`src/rtl/unidade_controle_pkg.sv`:
```
// Shared types for the multi-cycle control unit of the 8-bit processor:
// opcodes, FSM state encodings, ULA operation codes and the control word.
package unidade_controle_pkg;

    typedef enum logic [2:0] {
        OP_NOP = 3'b000,
        OP_LDI = 3'b001,
        OP_MOV = 3'b010,
        OP_ADD = 3'b011,
        OP_SUB = 3'b100,
        OP_LD  = 3'b101,
        OP_ST  = 3'b110,
        OP_JZ  = 3'b111
    } opcode_e;

    // Encoding 3'b111 is unused and recovers through INICIO.
    typedef enum logic [2:0] {
        S_INICIO     = 3'b000,
        S_BUSCA      = 3'b001,
        S_DECODIFICA = 3'b010,
        S_EXECUTA    = 3'b011,
        S_MEMORIA    = 3'b100,
        S_ESCRITA    = 3'b101,
        S_PARADO     = 3'b110
    } estado_e;

    typedef enum logic [1:0] {
        ULA_PASS = 2'b00,
        ULA_ADD  = 2'b01,
        ULA_SUB  = 2'b10
    } op_ula_e;

    // Moore control word. The *_em_* bits are not outputs themselves:
    // they say which handshake/flag gates the PC/IR load pulse.
    typedef struct packed {
        logic       ir_em_pronto;
        logic       pc_em_pronto;
        logic       pc_em_zero;
        logic       sel_pc;
        logic       sel_endereco;
        logic       mem_leitura;
        logic       mem_escrita;
        logic [1:0] op_ula;
        logic       sel_dado;
        logic       reg_escrita;
    } ctrl_t;

    function automatic logic usa_memoria(input opcode_e op);
        return (op == OP_LDI) || (op == OP_LD) || (op == OP_ST);
    endfunction

    function automatic logic eh_carga(input opcode_e op);
        return (op == OP_LDI) || (op == OP_LD);
    endfunction

endpackage

```
`src/rtl/unidade_controle_decodifica_saidas.sv`:
```
// Combinational decoder: FSM state + registered opcode -> control word.
// Ports: estado_i (state), opcode_i (latched opcode), ctrl_o (control word).
module decodifica_saidas
    import unidade_controle_pkg::*;
(
    input  estado_e estado_i,
    input  opcode_e opcode_i,
    output ctrl_t   ctrl_o
);

    always_comb begin
        ctrl_o = '0;
        case (estado_i)
            S_BUSCA: begin
                ctrl_o.mem_leitura  = 1'b1;
                ctrl_o.ir_em_pronto = 1'b1;
                ctrl_o.pc_em_pronto = 1'b1;
            end
            S_EXECUTA: begin
                case (opcode_i)
                    OP_ADD: ctrl_o.op_ula = ULA_ADD;
                    OP_SUB: ctrl_o.op_ula = ULA_SUB;
                    OP_JZ: begin
                        ctrl_o.sel_pc     = 1'b1;
                        ctrl_o.pc_em_zero = 1'b1;
                    end
                    default: ctrl_o.op_ula = ULA_PASS;
                endcase
            end
            S_MEMORIA: begin
                case (opcode_i)
                    // LDI reads the immediate at PC and steps past it.
                    OP_LDI: begin
                        ctrl_o.mem_leitura  = 1'b1;
                        ctrl_o.pc_em_pronto = 1'b1;
                    end
                    OP_LD: begin
                        ctrl_o.mem_leitura  = 1'b1;
                        ctrl_o.sel_endereco = 1'b1;
                    end
                    OP_ST: begin
                        ctrl_o.mem_escrita  = 1'b1;
                        ctrl_o.sel_endereco = 1'b1;
                    end
                    default: ctrl_o.mem_leitura = 1'b0;
                endcase
            end
            S_ESCRITA: begin
                ctrl_o.reg_escrita = 1'b1;
                ctrl_o.sel_dado    = eh_carga(opcode_i);
            end
            default: ctrl_o.reg_escrita = 1'b0;
        endcase
    end

endmodule

```
`src/rtl/unidade_controle.sv`:
```
// Multi-cycle control FSM: fetch, decode, execute, memory, write-back.
// Inputs: Clock, Reset (async high), Opcode, Zero, MemPronto.
// Outputs: IR/PC/register enables, PC/address/data selects, memory
// requests, OpULA. Macro UNIDADE_CONTROLE_HALT_EN turns opcode 000 into
// HALT and adds the Parado output.
module unidade_controle
    import unidade_controle_pkg::*;
(
    input  logic       Clock,
    input  logic       Reset,
    input  logic [2:0] Opcode,
    input  logic       Zero,
    input  logic       MemPronto,
    output logic       IREscrita,
    output logic       PCEscrita,
    output logic       SelPC,
    output logic       SelEndereco,
    output logic       MemLeitura,
    output logic       MemEscrita,
    output logic [1:0] OpULA,
    output logic       SelDado,
    output logic       RegEscrita
`ifdef UNIDADE_CONTROLE_HALT_EN
    ,
    output logic       Parado
`endif
);

    estado_e estado_q, estado_d;
    opcode_e opcode_q, opcode_d;
    opcode_e opcode_in;
    ctrl_t   ctrl;

    assign opcode_in = opcode_e'(Opcode);

    // Opcode is only guaranteed from DECODIFICA on; latch it there.
    assign opcode_d = (estado_q == S_DECODIFICA) ? opcode_in : opcode_q;

    always_comb begin
        estado_d = estado_q;
        case (estado_q)
            S_INICIO: estado_d = S_BUSCA;
            S_BUSCA: begin
                if (MemPronto) estado_d = S_DECODIFICA;
            end
            S_DECODIFICA: begin
                if (opcode_in == OP_NOP) begin
`ifdef UNIDADE_CONTROLE_HALT_EN
                    estado_d = S_PARADO;
`else
                    estado_d = S_BUSCA;
`endif
                end else if (usa_memoria(opcode_in)) begin
                    estado_d = S_MEMORIA;
                end else begin
                    estado_d = S_EXECUTA;
                end
            end
            S_EXECUTA: begin
                estado_d = (opcode_q == OP_JZ) ? S_BUSCA : S_ESCRITA;
            end
            S_MEMORIA: begin
                if (MemPronto) begin
                    estado_d = (opcode_q == OP_ST) ? S_BUSCA : S_ESCRITA;
                end
            end
            S_ESCRITA: estado_d = S_BUSCA;
`ifdef UNIDADE_CONTROLE_HALT_EN
            S_PARADO: estado_d = S_PARADO;
`endif
            default: estado_d = S_INICIO;
        endcase
    end

    always_ff @(posedge Clock or posedge Reset) begin
        if (Reset) begin
            estado_q <= S_INICIO;
            opcode_q <= OP_NOP;
        end else begin
            estado_q <= estado_d;
            opcode_q <= opcode_d;
        end
    end

    decodifica_saidas u_dec (
        .estado_i (estado_q),
        .opcode_i (opcode_q),
        .ctrl_o   (ctrl)
    );

    // Only these two pulses see MemPronto/Zero combinationally.
    assign IREscrita   = ctrl.ir_em_pronto & MemPronto;
    assign PCEscrita   = (ctrl.pc_em_pronto & MemPronto)
                       | (ctrl.pc_em_zero & Zero);
    assign SelPC       = ctrl.sel_pc;
    assign SelEndereco = ctrl.sel_endereco;
    assign MemLeitura  = ctrl.mem_leitura;
    assign MemEscrita  = ctrl.mem_escrita;
    assign OpULA       = ctrl.op_ula;
    assign SelDado     = ctrl.sel_dado;
    assign RegEscrita  = ctrl.reg_escrita;

`ifdef UNIDADE_CONTROLE_HALT_EN
    assign Parado = (estado_q == S_PARADO);
`endif

endmodule

```
`config.mk`:
```
export PLATFORM = sky130hd
export DESIGN_NAME = unidade_controle
export DESIGN_NICKNAME = d
export VERILOG_FILES = /design/src/rtl/unidade_controle_pkg.sv /design/src/rtl/unidade_controle_decodifica_saidas.sv /design/src/rtl/unidade_controle.sv
export SDC_FILE = /design/constraint.sdc
export NUM_CORES = 1
export LEC_CHECK = 0
export CORE_AREA = 2 2 39 41
export DETAILED_ROUTE_END_ITERATION = 8
export DIE_AREA = 0 0 41 43
export DONT_BUFFER_PORTS = 1
export GPL_ROUTABILITY_DRIVEN = 1
export PLACE_DENSITY = 0.57
export SLEW_MARGIN = 10
export SYNTH_ARGS = -nofsm -noshare
export SYNTH_HDL_FRONTEND = slang
export SYNTH_SLANG_ARGS = --single-unit
```
`constraint.sdc`:
```
create_clock -name Clock -period 2.15 [get_ports Clock]
set_clock_uncertainty 0.05 [all_clocks]
set_input_delay 0.1075 -clock Clock [delete_from_list [all_inputs] [get_ports Clock]]
set_output_delay 0.1075 -clock Clock [all_outputs]
set_load 0.02 [all_outputs]
```
# Word level (Yosys, flattened, before mapping)
# Index checks and enable logic that the tools add are counted.
[totals] register_bits=6 out_inout_bits=10 elab_cells=53
[op_classes] eq_ne=16 muxes=22 n_bitwise=4 n_reduce_logical=9
[op_table] op="$eq A3 B3 Y1 const B" count=8
[op_table] op="$mux W3" count=6
[op_table] op="$pmux W3 S5" count=1
[op_table] op="$eq A3 B1 Y1 const B" count=3
[op_table] op="$eq A3 B2 Y1 const B" count=3
[op_table] op="$mux W1" count=9
[op_table] op="$logic_not A3 Y1" count=2
[op_table] op="$mux W2" count=3
[op_table] op="$reduce_or A2 Y1" count=3
[op_table] op="$ne A2 B2 Y1 const B" count=2
[op_table] op="$pmux W1 S2" count=2
[op_table] op="$pmux W2 S2" count=1
[op_table] op="$and A1 B1 Y1" count=3
[op_table] op="$logic_or A1 B1 Y1" count=3
[op_table] op="$reduce_and A2 Y1" count=1
[op_table] op="$or A1 B1 Y1" count=1

# Depth between registers and ports, before layout
[depth] depth_word=6 mapped_depth=5 mapped_depth_nobuf=4

# Cells and area by module
# Synthesis repeated with hierarchy kept, for this count alone.
[unflattened] cells_unflattened=56 area_unflattened_um2=476.7
[modules_own_cells] module="unidade_controle" instances=1 cells_per_inst=35 area_each_um2=344.1
[modules_own_cells] module="decodifica_saidas" instances=1 cells_per_inst=21 area_each_um2=132.6

# Least setup slack after synthesis
# Ideal clock, no wire load.
[synth_path] path_kind="reg-to-output" startpoint="register estado_q[2]" endpoint="output port PCEscrita" arrival_time_ns=1.635 slack_ns=0.358 path_stages_with_launch=5 path_buffers=1 path_cell_list="dfrtp_1 > buf_2 > nand3b_1 > nor3_1 > a32o_1"
[synth_via] elab_chain_cells=4 elab_cells_between_ends=8 classes_between="eq/ne: 3; mux: 2; bitwise: 3"
[synth_lines] element="from (decl)" line_no="unidade_controle.sv:29" rtl="estado_e estado_q, estado_d;"
[synth_lines] element="from (signal assigned)" line_no="unidade_controle.sv:80" rtl="estado_q <= estado_d;"
[synth_lines] element="$eq A3 B3 Y1 (tied with other cells)" line_no="unidade_controle_decodifica_saidas.sv:13" rtl="case (estado_i)"
[synth_lines] element="$pmux W1 S2 / $mux W2 (equally long branches)" line_no="unidade_controle_decodifica_saidas.sv:13"
[synth_lines] element="$and A1 B1 Y1 (on tied branches)" line_no="unidade_controle.sv:93, unidade_controle.sv:94"
[synth_lines] element="$or A1 B1 Y1 *" line_no="unidade_controle.sv:94" rtl="| (ctrl.pc_em_zero & Zero);"
[synth_lines] element="to (decl)" line_no="unidade_controle.sv:15" rtl="output logic PCEscrita,"
# Every way passes the cells marked *; elsewhere a longest branch is shown, timed or not.

# Final worst setup path
[layout_path] startpoint="register estado_q[2]" endpoint="output port OpULA[0]"
[layout_via] elab_chain_cells=2
[layout_lines] element="$eq A3 B2 Y1" line_no="unidade_controle_decodifica_saidas.sv:13"
[layout_lines] element="$mux W2" line_no="unidade_controle_decodifica_saidas.sv:13"
[layout_lines] element="to (decl)" line_no="unidade_controle.sv:20" rtl="output logic [1:0] OpULA,"
# No other way between the ends.

==> results.cfg <==
[grt]
grt_remaining_overflow = 0
grt_max_degree = 10
antenna_found_initial = 0
grt_pass1_wl_mm = 1.656
grtUsageTotal = 0.1437
grt_pass1_vias = 387

[die]
die_y_um = 43
start_util = 0.3345
die_area_sq_um = 1763
rows = 14
die_w_um = 41
core_sq_um = 1384
num_io_pins = 17

[synth]
yosysSeqAreaShare = 0.3243
synth_nets = 60
syn_area_sq_um = 462.9
yosys_register_bits = 6
synth_warnings = 0
synthCells = 53
synth_cell_types = 28
syn_avg_cell_area_sq_um = 8.735

[setup_path]
crit_arrival_ps = 1590
path_buf_inv = 0
path_max_fanout = 9
startpoint_type = flip-flop
crit_type = reg -> out
critPathCaptureType = primary output
critPathRequiredTime_ps = 1990
worstReg2RegStart = estado_q[1]
worstSetupStartpoint = estado_q[2]
r2r_end = estado_q[2]
crit_path_cell_trace = nand3b_1, nor3_1
slowest_delay_ps = 580
cpLargestDelayFamily = simple AND/OR/NAND/NOR gates
reg2reg_slack_ps = 600
crit_path_top_delay_cell = nor3_1
reg2reg_depth = 4

[sta]
setup_violations = 0
fin_ws_ps = 399.9
finalSetupTns_ps = 0
clock.fmax_ghz = 0.5714
maxSlewViolCount = 0
rsz0062_at_grt = false
hold_viol = 0
fin_crit_sh = 0.8140
maxSlewHeadroom = 0.5689
period_needed_ps = 1750
worstMarginPinSlew_ps = 641.8

[outcome]
outcome = complete, no violations

[detailed_routing]
route.detailed.drc = 0
drt_iter0_markers = 14
drt-vias-per-instance = 5.333
routed_wl_mm = 1.037
vias = 416
firstDrtPassIters = 4
wl_per_cell_um = 13.29
ant_nets = 0

[power_and_ir_drop]
leakage_nw = 0.2433
peakVddDrop_mv = 0.4179
p_total_w = 0.0007717
power_density_nw_per_um2 = 1371

[final_layout]
final_common_cell = dfrtp_1
diodes = 0
drive_above_1_share = 0.2097
fin_cells = 78
nets = 71
areaGrowthSynthToFinish_pct = 21.62
final_cell_mix = dfrtp_1 (6), inv_1 (5), buf_4 (5)

[clock_tree]
clk_pin_slew_worst_paths_ps = 50
cts_setup_buffers = 0
numCtsBuffers = 3
htreeDepth = 1
clock_path_buffers = 2
insertion_delay_ps = 260
cts_tree = built
clock-sinks = 6
cts-root-buf = clkbuf_4

[hold_path]
whs_path_depth = 2
whs_endpoint = estado_q[2]
hp-start = MemPronto
worstHoldPathType = in -> reg

[placed_design]
portBuffers = 0
gp_congestion = 0.7875
placed_cells = 71
pre_cts_slack_ps = 601.4
dpl.hpwl_um = 771.2

[run]
maxCapViolations = 0
==> worst max path at each step <==
| stage | to | slack [ps] | cells after the start |
|---|---|---|---|
| 2_1_floorplan | PCEscrita | 360 | 4 |
| 5_1_grt | PCEscrita | 270 | 3 |
| 3_3_place_gp | estado_q[2] | 620 | 4 |
| 6_report | OpULA[0] | 400 | 2 |
| 3_5_place_dp | estado_q[2] | 600 | 4 |
| 4_1_cts | OpULA[0] | 400 | 2 |
==> metal layers <==
metal  global-route usage  wire length (um)
met1               0.1584               449
met2               0.2125               517
met3              0.04712                48
met4               0.1133                22
met5                    0                 0
==> worst reg2reg max path: stages (launching register included) <==
cell and delay (ps):
dfrtp_1 460, nor2b_4 170, nor2b_4 150, a221o_1 320
a221o_1 280
==> through the flow <==
step	util	hold slack [ps]	instance area, sq um
2_1_floorplan	-	-151.5	462.9
3_3_place_gp	0.3617	-120.7	500.5
3_5_place_dp	0.3617	-121.4	500.5
4_1_cts	0.4069	72.11	563.0
5_1_grt	0.4069	102.2	563.0
6_report	0.4069	67.10	563.0
==> registers in the layout, summed over array words and instances, names as in the netlist <==
register and flops:
estado_q 3, opcode_q 3
==> cells in the mapped netlist <==
cell type,n,area share
a221oi_1,1,0.019
inv_1,5,0.041
nand4b_1,1,0.019
nand2b_1,2,0.027
and3b_2,1,0.022
nor2_1,2,0.016
nor2b_4,2,0.059
mux2i_1,1,0.022
mux2_1,1,0.024
and3_1,1,0.014
nor3_1,4,0.043
o21ai_0,3,0.032
nand2_1,4,0.032
nand3b_1,1,0.016
clkbuf_1,1,0.0081
nor4_1,2,0.027
a32o_1,1,0.022
and2_4,1,0.019
a22oi_1,2,0.032
nor2_2,1,0.014
o21bai_1,1,0.016
a221o_1,2,0.043
xnor2_1,2,0.038
dfrtp_1,6,0.32
buf_6,1,0.024
nor2b_1,1,0.014
buf_2,1,0.011
a21oi_1,2,0.022
==> cell type report <==
| class | instances | area (sq um) |
|---|---|---|
| clock buffer | 3 | 22.52 |
| fill | 143 | 820.8 |
| inverter | 5 | 18.77 |
| multi-input combinational | 39 | 274.0 |
| sequential | 6 | 150.1 |
| tap | 16 | 20.02 |
| timing repair buffer | 9 | 77.57 |
==> timing repair <==
item,CTS,global route
gates resized for setup,0,0
endpoints found under the setup margin,0,0
hold buffers,4,0
endpoints found under the hold margin,9,0
==> cell families after synthesis <==
group | Yosys count | synth area share
AO/OA/AOI/OAI | 12 | 0.1865
multiplexers | 2 | 0.04595
AND/OR/NAND/NOR | 23 | 0.3217
flip-flops | 6 | 0.3243
XOR/XNOR | 2 | 0.03784
buffers and inverters | 8 | 0.08377
==> report_power, final <==
part	switching (W)	internal [W]	total [W]
Sequential	0.000106	0.000167	0.000273
Clock	0.0000495	0.0000637	0.000113
Combinational	0.000209	0.000177	0.000386
Total	0.000364	0.000407	0.000772
No activity file was read; power rests on OpenSTA's default activity.
